File: config.mk
export PLATFORM = sky130hd
export DESIGN_NAME = fetch_stage
export DESIGN_NICKNAME = d
export VERILOG_FILES = /design/src/rtl/fetch_stage.sv
export SDC_FILE = /design/constraint.sdc
export NUM_CORES = 1
export LEC_CHECK = 0
export CAP_MARGIN = 40
export CORE_MARGIN = 5
export CORE_UTILIZATION = 49
export CTS_BUF_LIST = sky130_fd_sc_hd__clkbuf_2 sky130_fd_sc_hd__clkbuf_4 sky130_fd_sc_hd__clkbuf_8
export DETAILED_ROUTE_END_ITERATION = 8
export HOLD_SLACK_MARGIN = 0.1
export PLACE_DENSITY = 0.83
export SLEW_MARGIN = 40
export SYNTH_ARGS = -nofsm -noshare
export SYNTH_HDL_FRONTEND = slang
export SYNTH_SLANG_ARGS = --single-unit
File: constraint.sdc
create_clock -name CLK -period 4.7 [get_ports CLK]
set_clock_uncertainty 0.15 [all_clocks]
set_input_delay 0.94 -clock CLK [delete_from_list [all_inputs] [get_ports CLK]]
set_output_delay 0.94 -clock CLK [all_outputs]
set_load 0.02 [all_outputs]
File: src/rtl/fetch_stage.sv
// Instruction-fetch stage with the IF/ID pipeline latch.
// Owns the PC, issues icache reads and captures returned words for decode.
// It honours stalls, flushes, downstream redirects and HALT.
module fetch_stage #(
    parameter int                 WORD_W  = 32,
    parameter logic [WORD_W-1:0]  PC_INIT = '0
) (
    input  logic              CLK,
    input  logic              RST,
    input  logic              ihit,
    input  logic [WORD_W-1:0] iload,
    output logic              iREN,
    output logic [WORD_W-1:0] iaddr,
    input  logic              stall,
    input  logic              flush,
    input  logic              redirect_en,
    input  logic [WORD_W-1:0] redirect_pc,
    input  logic              halt_dec,
    output logic              ifid_valid,
    output logic [WORD_W-1:0] ifid_instr,
    output logic [WORD_W-1:0] ifid_pc,
    output logic [WORD_W-1:0] ifid_pc4,
    output logic              halted
);

    logic [WORD_W-1:0] pc;
    logic [WORD_W-1:0] pc_plus4;

    // Sequential PC increment; wraps modulo 2^WORD_W.
    assign pc_plus4 = pc + WORD_W'(4);

    // The icache sees the current PC; reads stop once halted or while reset is held.
    assign iaddr = pc;
    assign iREN  = ~halted & ~RST;

    // PC register and halt flag: reset, then redirect, then halt, then advance on an unstalled hit.
    always_ff @(posedge CLK) begin
        // NOTE: reset is synchronous, so RST is sampled only at the clock edge and
        // overrides every other input on that edge.
        if (RST) begin
            // NOTE: sequential state uses non-blocking assignments so every register
            // samples the pre-edge values, whatever order the statements are written in.
            pc     <= PC_INIT;
            halted <= 1'b0;
        end else if (redirect_en) begin
            // A resolved redirect restarts fetch even from the halted state.
            pc     <= redirect_pc;
            halted <= 1'b0;
        end else begin
            if (halt_dec)
                halted <= 1'b1;
            if (!halted && ihit && !stall)
                pc <= pc_plus4;
        end
    end

    // IF/ID latch: squash on redirect/flush, hold on stall, bubble after HALT or on a miss.
    always_ff @(posedge CLK) begin
        if (RST || redirect_en || flush) begin
            ifid_valid <= 1'b0;
            ifid_instr <= '0;
            ifid_pc    <= '0;
            ifid_pc4   <= '0;
        end else if (stall) begin
            // A word fetched under stall is dropped; the same address is re-read next cycle.
            ifid_valid <= ifid_valid;
            ifid_instr <= ifid_instr;
            ifid_pc    <= ifid_pc;
            ifid_pc4   <= ifid_pc4;
        end else if (halted || halt_dec || !ihit) begin
            // Bubble: an all-zero word is sll $0,$0,0, a harmless nop for decode.
            ifid_valid <= 1'b0;
            ifid_instr <= '0;
            ifid_pc    <= ifid_pc;
            ifid_pc4   <= ifid_pc4;
        end else begin
            ifid_valid <= 1'b1;
            ifid_instr <= iload;
            ifid_pc    <= pc;
            ifid_pc4   <= pc_plus4;
        end
    end

endmodule
Word-level counts from Yosys, hierarchy flattened. Cells that the tools add are included.

Add/sub/neg operators: 1. Mux-type cells: 4. Bitwise logic cells: 5. Reduce and logical (&&, ||, !) cells: 12.

Operators with widths (count): 32-bit two-way mux (3); 32-bit by 3-bit adder with 32-bit output (second input constant) (1); 1-bit logical OR (4); 1-bit inverter (4); 1-bit zero test (3); 1-bit logical AND (2); 2-bit AND reduction (1); 2-bit nonzero test (1); 2-bit OR reduction (1); 1-bit AND (1); 1-bit two-way mux (1).

Register bits after elaboration: 130. Input bits: 71. Output and inout bits: 131. Word-level logic and storage cells: 28.

Logic depth before layout (Yosys ltp).
Word-level depth: 5. Gate-level depth with buffers: 7.

Worst setup path before layout. Ideal clock, no wire load.

Kind: input port to output port. Start point: input RST. End point: output iREN. Arrival time: 1625 ps. Path slack: 1985 ps. Cell stages on the path: 3. Path through: clkbuf_1 buf_1 nor2_1.

Cells in the longest elaborated chain, start to end: 2.

RTL lines: start, declared (line 9) `input logic RST,`; 1-bit inverter (line 34) `assign iREN = ~halted & ~RST;`; 1-bit AND (line 34); end, declared (line 12) `output logic iREN,`.

Every way passes these cells.

Final worst setup path. Same ends and word-level chain as after synthesis.

==> run_results.csv <==
group,metric,value,unit
outcome,run_status,"completed",
sta,finalSetupViolCount,0,
yosys,synth_simple_gate_area_share,0.205,
clock_network,root_buffer,"sky130_fd_sc_hd__clkbuf_8",
clock_network,clock_sink_count,128,
clock_network,cts_setup_buffers,0,
grt,grt_pass1_vias,5266,
pwr,power.leakage,2.61,nW
pwr,fin_total_pwr,2.28,mW
yosys,synth_fa_ha_area_frac,0.00231,
place,finalWeightedCongestion,0.862,
yosys,synth_sequential_area_ratio,0.473,
route,route.final.wire_length,16800,um
min_path,min_path_type,"reg2reg",
grt,grt_start_max_net_pins,100,
sta,timing.final.crit_share,0.678,
setup_path,critical_path_arrival,2.10,ns
floorplan,placeableCoreArea,10800,um2
floorplan,die_area,13300,um2
setup_path,worstRegToRegCells,6,
finish,num-fill-cells,840,
yosys,synth_cell_types,41,
yosys,synth-xor-area-share,0.0840,
sta,hold_ws,0.302,ns
sta,report.final.hold_viol_count,0,
setup_path,worst_r2r_endpoint,"iaddr[20]$_SDFFE_PP0P_",
yosys,net_count_after_synthesis,722,
grt,grtUsageMet2,0.424,
sta,timing.setup.tns,0,ns
finish,drive_above_1_share,0.0630,
finish,most-common-layout-cells,"201 x sky130_fd_sc_hd__clkdlybuf4s50_1, 128 x sky130_fd_sc_hd__dfxtp_1, 92 x sky130_fd_sc_hd__nand2_1",
min_path,hold_path.startpoint,"ifid_pc[27]$_SDFFE_PP0P_",
route,vias_per_cell,5.53,
yosys,synth_seq_cells,128,
sta,tightest_slew,0.836,ns
floorplan,floorplan.die.width,115,um
yosys,synthesized_area_fraction_occupied_by_ao_oa_aoi_and_oai_cells,0.171,
clock_network,cts_repair_resize_count,0,
setup_path,timing_worst_setup_path_type,"in2out",
grt,met3_usage,0.0679,
sta,relSlewSlack,0.441,
setup_path,reg2reg_from,"iaddr[2]$_SDFFE_PP0P_",
yosys,synth_top_family_by_area,"simple AND/OR/NAND/NOR gates",
route,drc_errors,0,
setup_path,timing.critical_path.from_type,"primary input",
route,dr_total_vias,5337,
yosys,synthMuxAreaShare,0.00738,
clock_network,worst_skew_pair.late_latency,0.43,ns
clock_network,htreeDepth,4,
yosys,avgSynthCellArea,8.34,um2
grt,met1_usage,0.303,
route,final_antenna_net_count,0,
setup_path,worst_setup_path_end_kind,"output pin",
clock_network,cts-buffers-inserted,17,
floorplan,num_rows,38,
route,total_iterations_of_the_first_detailed_routing_run,5,
finish,utilization,0.718,
floorplan,io-pin-count,202,
finish,n_antenna_cell,0,
finish,relative_area_change_from_synthesis_to_final_layout,43.4,%
min_path,worstHoldPathCells,2,
clock_network,cts_tree,"yes",
finish,most_common_library_cell_in_the_layout_ignoring_fill_and_taps,"sky130_fd_sc_hd__clkdlybuf4s50_1",
min_path,timing.hold.worst_endpoint,"ifid_pc[27]$_SDFFE_PP0P_",
grt,antenna_found_initial,0,
sta,unrepaired_setup_endpoints_after_global_routing,"false",
floorplan,floorplan.initialDensity,0.500,
run,timing.max_cap.violations,0,
grt,wire_length_of_the_first_global_routing_pass,26500,um
grt,grt-busiest-layer,"met2",
pwr,power-per-cell-area,293,nW/um2
sta,maximum_clock_frequency,0.314,GHz
route,detailedRoute.firstIterationViolations,350,
pwr,vdd_drop_max,154,uV
floorplan,die_height,115,um
clock_network,postCtsHoldBufs,0,
clock_network,cts.reportedPaths.clkPinSlew,0.06,ns
grt,grt_overflow,0,
grt,grtUsageTotal,0.253,
place,io_buffer_count,201,
yosys,post_synthesis_instance_area,5420,um2
yosys,netlist_instances,650,
clock_network,ctsLongestPathBuffers,2,
route,detail_route.wl_per_cell,17.4,um
setup_path,crit_path_max_fanout,2,
setup_path,reg2reg_setup_slack,1.85,ns
finish,total_number_of_nets_in_the_final_design,886,
setup_path,cp.required,3.61,ns
yosys,ys_warn_count,0,
place,dpl.hpwl,12000,um
sta,min_period,3.19,ns
sta,final-max-slew-violation-count,0,
## sequential cells by signal, indices dropped and copies added (netlist names)
signal / cells
iaddr: 32
ifid_instr: 32
ifid_pc: 32
ifid_pc4: 30
halted: 1
ifid_valid: 1
## cells by family after synthesis
group	Yosys count
simple gates	241
compound gates	153
flops	128
buf+inv	71
xor+xnor	52
mux	4
fa+ha+maj	1
## worst max-delay path by stage
stage           from                endpoint  slack (ns)  cells past startpoint
2_1_floorplan    RST                    iREN        1.99                      3
3_3_place_gp   stall  iaddr[26]$_SDFFE_PP0P_        1.41                      6
3_5_place_dp   stall  iaddr[26]$_SDFFE_PP0P_        1.29                      6
4_1_cts          RST                    iREN        1.51                      3
5_1_grt          RST                    iREN        1.45                      3
6_report         RST                    iREN        1.51                      3
## critical path, stage by stage
cell and delay [ns]:
sky130_fd_sc_hd__clkdlybuf4s50_1 0.43, sky130_fd_sc_hd__nor2_1 0.10, sky130_fd_sc_hd__clkdlybuf4s50_1 0.63
## Yosys cell counts (all sizes together)
cell	n	area (um2)
a311oi	3	26.3
a211oi	22	170
a22oi	32	240
nand2	92	345
nor3	11	71.3
nor4	6	58.8
mux2i	4	40.0
or3b	1	8.76
clkbuf	35	133
xor2	37	324
nand3b	2	15.0
a21oi	67	335
nand3	16	80.1
and3	3	18.8
clkinv	1	3.75
or4	1	11.3
or3	5	31.3
xnor2	15	131
inv	4	15.0
nor2	82	308
o21a	1	7.51
o31ai	1	7.51
nor4b	1	8.76
buf	31	161
o21ai	25	125
a221oi	1	8.76
dfxtp	128	2560
o21bai	1	7.51
ha	1	12.5
nand4	20	146
nor3b	1	7.51
## through the flow
step                std cells  worst slack (ns)  area (um2)
floorplan                 650              1.99        5420
global placement          935              1.41        7410
detailed placement        935              1.29        7420
CTS                       965              1.51        7770
global route              965              1.45        7780
finish                    965              1.51        7780
## report_power, final
group	internal, mW	switching, mW
logic	0.132	0.130
registers	1.11	0.0493
clock network	0.459	0.399
## final cells by class
type                            count  area (um2)  share of cell area
Multi-Input combinational cell    451        2580               0.331
Sequential cell                   128        2560               0.329
Timing Repair Buffer              211        2090               0.269
Clock buffer                       23         292              0.0375
Tap cell                          140         175              0.0225
Clock inverter                      7        62.6             0.00804
Inverter                            5        18.8             0.00241
## metal layers
| metal | up-vias | wire (um) |
|---|---|---|
| li1 | 2557 | - |
| met1 | 2480 | 6690 |
| met2 | 264 | 8210 |
| met3 | 36 | 1470 |
| met4 | 0 | 413 |
| met5 | - | 0 |
Note: power is estimated with default switching activity, not from simulation.
